`src/rtl/extend_pipe.sv`:
```
// Immediate extender (zero / sign / upper / branch) feeding a STAGES-deep
// register pipeline with valid/ready handshakes on both sides.
module extend_pipe #(
    parameter int unsigned N_IN   = 16,
    parameter int unsigned N_OUT  = 32,
    parameter int unsigned STAGES = 1
) (
    input  logic             clk,
    input  logic             reset,
    input  logic             flush,
    input  logic             in_valid,
    output logic             in_ready,
    input  logic [N_IN-1:0]  in_imm,
    input  logic [1:0]       in_mode,
    output logic             out_valid,
    input  logic             out_ready,
    output logic [N_OUT-1:0] out_data
);

    localparam int unsigned PAD = N_OUT - N_IN;

    typedef enum logic [1:0] {
        MODE_ZERO   = 2'b00,
        MODE_SIGN   = 2'b01,
        MODE_UPPER  = 2'b10,
        MODE_BRANCH = 2'b11
    } mode_e;

    logic [N_OUT-1:0] zero_ext;
    logic [N_OUT-1:0] sign_ext;
    logic [N_OUT-1:0] ext_result;

    assign zero_ext = {{PAD{1'b0}}, in_imm};
    assign sign_ext = {{PAD{in_imm[N_IN-1]}}, in_imm};

    always_comb begin
        ext_result = zero_ext;
        case (mode_e'(in_mode))
            MODE_ZERO:   ext_result = zero_ext;
            MODE_SIGN:   ext_result = sign_ext;
            MODE_UPPER:  ext_result = {in_imm, {PAD{1'b0}}};
            MODE_BRANCH: ext_result = sign_ext << 2;
            default:     ext_result = zero_ext;
        endcase
    end

    logic [STAGES-1:0] valid_q;
    logic [N_OUT-1:0]  data_q [STAGES];
    logic [STAGES-1:0] ready;

    // The ready chain is unrolled: stage i may load when the consumer takes
    // the output or any stage from i to the last is empty.
    for (genvar gi = 0; gi < STAGES; gi++) begin : g_ready
        assign ready[gi] = out_ready || !(&valid_q[STAGES-1:gi]);
    end

    assign in_ready  = ready[0];
    assign out_valid = valid_q[STAGES-1];
    assign out_data  = data_q[STAGES-1];

    always_ff @(posedge clk or posedge reset) begin
        if (reset) begin
            valid_q <= '0;
            for (int unsigned i = 0; i < STAGES; i++) begin
                data_q[i] <= '0;
            end
        end else if (flush) begin
            valid_q <= '0;
        end else begin
            if (ready[0]) begin
                valid_q[0] <= in_valid;
                data_q[0]  <= ext_result;
            end
            for (int unsigned i = 1; i < STAGES; i++) begin
                if (ready[i]) begin
                    valid_q[i] <= valid_q[i-1];
                    data_q[i]  <= data_q[i-1];
                end
            end
        end
    end

endmodule

```
`config.mk`:
```
export PLATFORM = sky130hd
export DESIGN_NAME = extend_pipe
export DESIGN_NICKNAME = d
export VERILOG_FILES = /design/src/rtl/extend_pipe.sv
export SDC_FILE = /design/constraint.sdc
export NUM_CORES = 1
export LEC_CHECK = 0
export BUFFER_PORTS_ARGS = -buffer_cell sky130_fd_sc_hd__buf_2
export CORE_MARGIN = 8
export CORE_UTILIZATION = 35
export CTS_BUF_LIST = sky130_fd_sc_hd__clkbuf_4 sky130_fd_sc_hd__clkbuf_8 sky130_fd_sc_hd__clkbuf_16
export CTS_CLUSTER_DIAMETER = 80
export DETAILED_ROUTE_END_ITERATION = 12
export HOLD_SLACK_MARGIN = 0.02
export PLACE_DENSITY_LB_ADDON = 0.05
export SLEW_MARGIN = 20
export SYNTH_ARGS = -nofsm -noshare
export SYNTH_HDL_FRONTEND = slang
export SYNTH_SLANG_ARGS = --single-unit
```
`constraint.sdc`:
```
create_clock -name clk -period 1.4 [get_ports clk]
set_input_delay 0 -clock clk [delete_from_list [all_inputs] [get_ports clk]]
set_output_delay 0 -clock clk [all_outputs]
set_load 0.02 [all_outputs]
```
# Yosys cells after proc, flatten, opt, wreduce, memory -nomap -nowiden

Index checks and enable logic that the tools add are counted.
W data, S select, Z words.

Equal/unequal tests: 3
Multiplexer cells: 3
Bitwise gates (word level): 1
Reduce and logical (&&, ||, !) cells: 5

Operator list:

| cell                 | count |
|---|---|
| $pmux W32 S4         | 1 |
| $eq A2 B2 Y1 const B | 2 |
| $eq A2 B1 Y1 const B | 1 |
| $logic_not A2 Y1     | 1 |
| $mux W1              | 2 |
| $reduce_and A2 Y1    | 1 |
| $reduce_bool A2 Y1   | 1 |
| $logic_not A1 Y1     | 1 |
| $logic_or A1 B1 Y1   | 1 |
| $not A1 Y1           | 1 |

Register bits after elaboration: 33
Input port bits: 23
Output and inout port bits: 34
Logic and storage cells: 14

# Logic depth before layout (Yosys ltp)

Depth in word-level cells: 4
Gate-level depth with buffers: 5
Mapped depth without buffers: 3

# Worst setup path before layout

Ideal clock, no wire load.

Kind: flip-flop to flip-flop
From: register valid_q (netlist: out_valid)
To: register data_q, in the netlist out_data[10]
Library setup time: 0.076 ns
Arrival: 1.137 ns
Data required time: 1.324 ns
Slack: 0.186 ns
Cell stages (with the launch flop): 5
Path buffers: 1
Clock period less this slack: 1.214 ns
Cell sequence: dfrtp_1 nor2b_4 or2_4 clkbuf_2 o21ai_1

Cells in the longest elaborated chain, start to end: 3

RTL lines:

| element                            | line | RTL |
|---|---|---|
| from (decl)                        | 47   | `logic [STAGES-1:0] valid_q;` |
| from (signal, indexed assignment)  | 76   | `valid_q[i] <= valid_q[i-1];` |
| $logic_not A1 Y1                   | 54   | `assign ready[gi] = out_ready \|\| !(&valid_q[STAGES-1:gi]);` |
| $logic_or A1 B1 Y1                 | 54   |  |
| $reduce_and A2 Y1 (no source line) | --   |  |
| to (signal, indexed assignment)    | 77   | `data_q[i] <= data_q[i-1];` |
| to (decl)                          | 48   | `logic [N_OUT-1:0] data_q [STAGES];` |

Every way passes these cells.
A chain may end at the register's enable or synchronous reset.

# Final worst setup path

From: register valid_q (netlist: out_valid)
To: register data_q, in the netlist out_data[16]

The elaborated chain is that of the path after synthesis.

==> metrics.cfg <==
[cells_and_area]
final_util_pct = 47.0
final_cell_mix = 56 x buf_2, 39 x o21ai_0, 33 x dfrtp_1, 28 x a21oi_1, 25 x o21ai_1
area_growth_pct = 29.8
nNetsFinal = 252
fin_cells = 282
fillCellCount = 468
num_antenna_cells = 0
layout_commonest_cell = buf_2
drive_gt1_share_pct = 31.7

[detailed_routing]
drt_iter0_markers = 97
wire_per_inst_um = 16.6
dr.pass1.iters = 4
vias = 1491
ant_nets = 0
drc = 0
routed_via_density = 5.29
routed_wl_mm = 4.68

[sta]
finalSetupViolations = 0
min_period_ps = 1260
final_max_slew_viol_count = 0
fin_skew_ps = 4.72
max_slew_margin_pct = 64.2
tns_ps = 0
max_freq_mhz = 791
tightest_slew_ps = 537
fin_ws_ps = 135
rsz0062_at_grt = false
finalCritPeriodShare_pct = 90.3
hold_viol_final = 0

[worst_setup_path]
max_stage_delay_ps = 380
start_kind = flip-flop
crit_family = simple AND/OR/NAND/NOR gates
slowest_stage = dfrtp_1
r2r_start = out_valid$_DFFE_PP0P_
cp_max_fo = 32
reg2reg_slack_ps = 140
reg2reg_to = out_data[16]$_DFFE_PP0P_
critPathCaptureType = flip-flop
arrival_ps = 1450
crit_type = flip-flop to flip-flop
critPathRequiredTime_ps = 1590
rr_worst_depth = 3
crit_chain = nor2b_4, or2_4, o31ai_1
critPathBufInv = 0

[synthesis]
ys_ff_latch = 33
synth_area_per_cell_sq_um = 9.25
synth-seq-area-share_pct = 52.8
ys_warn_count = 0
syn_nets = 192
netlist_area_sq_um = 1560
synth_cell_types = 19
synth_cells = 169

[clock_tree]
cts_tree = built
max-clock-path-buffers = 2
clk_latency_ps = 290
post_cts_buffers = 0
clockRootBuffer = clkbuf_8
clkTransAtPathRegs_ps = 60
cts.sinks = 33
htree_num_levels = 2
cts_inserted_buffers = 5

[global_routing]
antenna_found_initial = 0
grt_usage_pct = 13.8
grt_overflow = 0
grt_max_degree = 34
grt_pass1_vias = 1573
grt_pass1_wl_mm = 7.90

[floorplan]
fp.dieW_um = 82.8
initial_core_util_pct = 36.2
core.rowCount = 24
core-area_sq_um = 4320
dieArea_sq_um = 6860
die_h_um = 82.8
ios = 57

[place]
dpl.cell_count = 267
gp_congestion = 0.799
dp_hpwl_mm = 3.41
port_buffers = 56
place_ws_ps = 147

[outcome]
outcome = finished clean

[pwr]
total_power_w = 0.00248
power_density_nw_per_um2 = 1220
leakagePower_nw = 0.954
ir_drop_v = 0.000656

[worst_hold_path]
hold_class = input pin to flip-flop
hold_end = out_data[11]$_DFFE_PP0P_
min_from = in_imm[9]
holdPathStages = 3

[run]
maxCapViolCount = 0

==> layout make-up <==
type | count | area [sq um] | area share (%)
clock buffer | 7 | 96.3 | 4.74
clock inverter | 1 | 5.00 | 0.246
inverter | 3 | 11.3 | 0.555
multi-input combinational | 118 | 639 | 31.5
sequential | 33 | 826 | 40.7
tap | 52 | 65.1 | 3.20
timing repair buffer | 68 | 388 | 19.1
==> cell families (layout without fill, tap and decap cells) <==
logic type | Yosys count | count (layout) | share of synthesized area [%]
flops | 33 | 33 | 52.8
simple gates | 24 | 24 | 10.0
compound gates | 94 | 94 | 30.9
buf+inv | 18 | 79 | 6.32
==> cells in the mapped netlist <==
cell | count | share of area (%)
dfrtp_1 | 33 | 53
and2_1 | 2 | 0.80
o31ai_1 | 1 | 0.48
nor2b_1 | 14 | 5.6
or2_4 | 1 | 0.56
buf_2 | 3 | 0.96
clkbuf_1 | 6 | 1.4
buf_6 | 2 | 1.4
inv_1 | 3 | 0.72
nor2b_4 | 1 | 0.88
clkbuf_2 | 1 | 0.32
o21ai_1 | 25 | 8.0
buf_4 | 3 | 1.4
a21oi_1 | 28 | 9.0
a221oi_2 | 1 | 0.96
o21ai_0 | 39 | 12
nor2_1 | 3 | 0.72
and2b_4 | 1 | 0.64
nand2b_1 | 2 | 0.80
==> power by group <==
group          internal [W]  switching (W)
sequential          0.00106      0.0000495
clock              0.000444       0.000340
combinational      0.000206       0.000380
==> worst reg2reg max path, cell delays in order (launching register included) <==
cell and delay (ps):
dfrtp_1 380, nor2b_4 130, or2_4 360, o31ai_1 300
==> sequential cells by signal, indices dropped and copies added, names as in the netlist <==
| name | cells |
|---|---|
| out_data | 32 |
| out_valid | 1 |
==> what timing repair did <==
action	4_1_cts	5_1_grt
resized for setup	0	0
endpoints found under the setup margin	0	0
hold buffers	7	0
endpoints found under the hold margin	39	0
==> routing by layer <==
metal	vias to the layer above	share of wire, %	global-route usage [%]
met5	-	0	0
met4	0	1.6	5.27
met3	9	7.1	4.30
met2	56	47	21.9
met1	715	44	17.1
li1	711	-	-
==> worst max-delay path by stage <==
stage,start,end,depth (start not counted)
3_3_place_gp,out_valid$_DFFE_PP0P_,out_data[16]$_DFFE_PP0P_,3
6_report,out_valid$_DFFE_PP0P_,out_data[16]$_DFFE_PP0P_,3
5_1_grt,out_valid$_DFFE_PP0P_,out_data[16]$_DFFE_PP0P_,3
2_1_floorplan,out_valid$_DFFE_PP0P_,out_data[10]$_DFFE_PP0P_,4
4_1_cts,out_valid$_DFFE_PP0P_,out_data[16]$_DFFE_PP0P_,3
3_5_place_dp,out_valid$_DFFE_PP0P_,out_data[16]$_DFFE_PP0P_,3
==> metrics by stage <==
stage | hold WS, ps | cell area (sq um)
detailed placement | 118 | 1860
CTS | 24.9 | 2030
global route | 39.3 | 2030
finish | 32.2 | 2030
global placement | 106 | 1860
floorplan | 129 | 1560
Note: power is estimated with default switching activity, not from simulation.
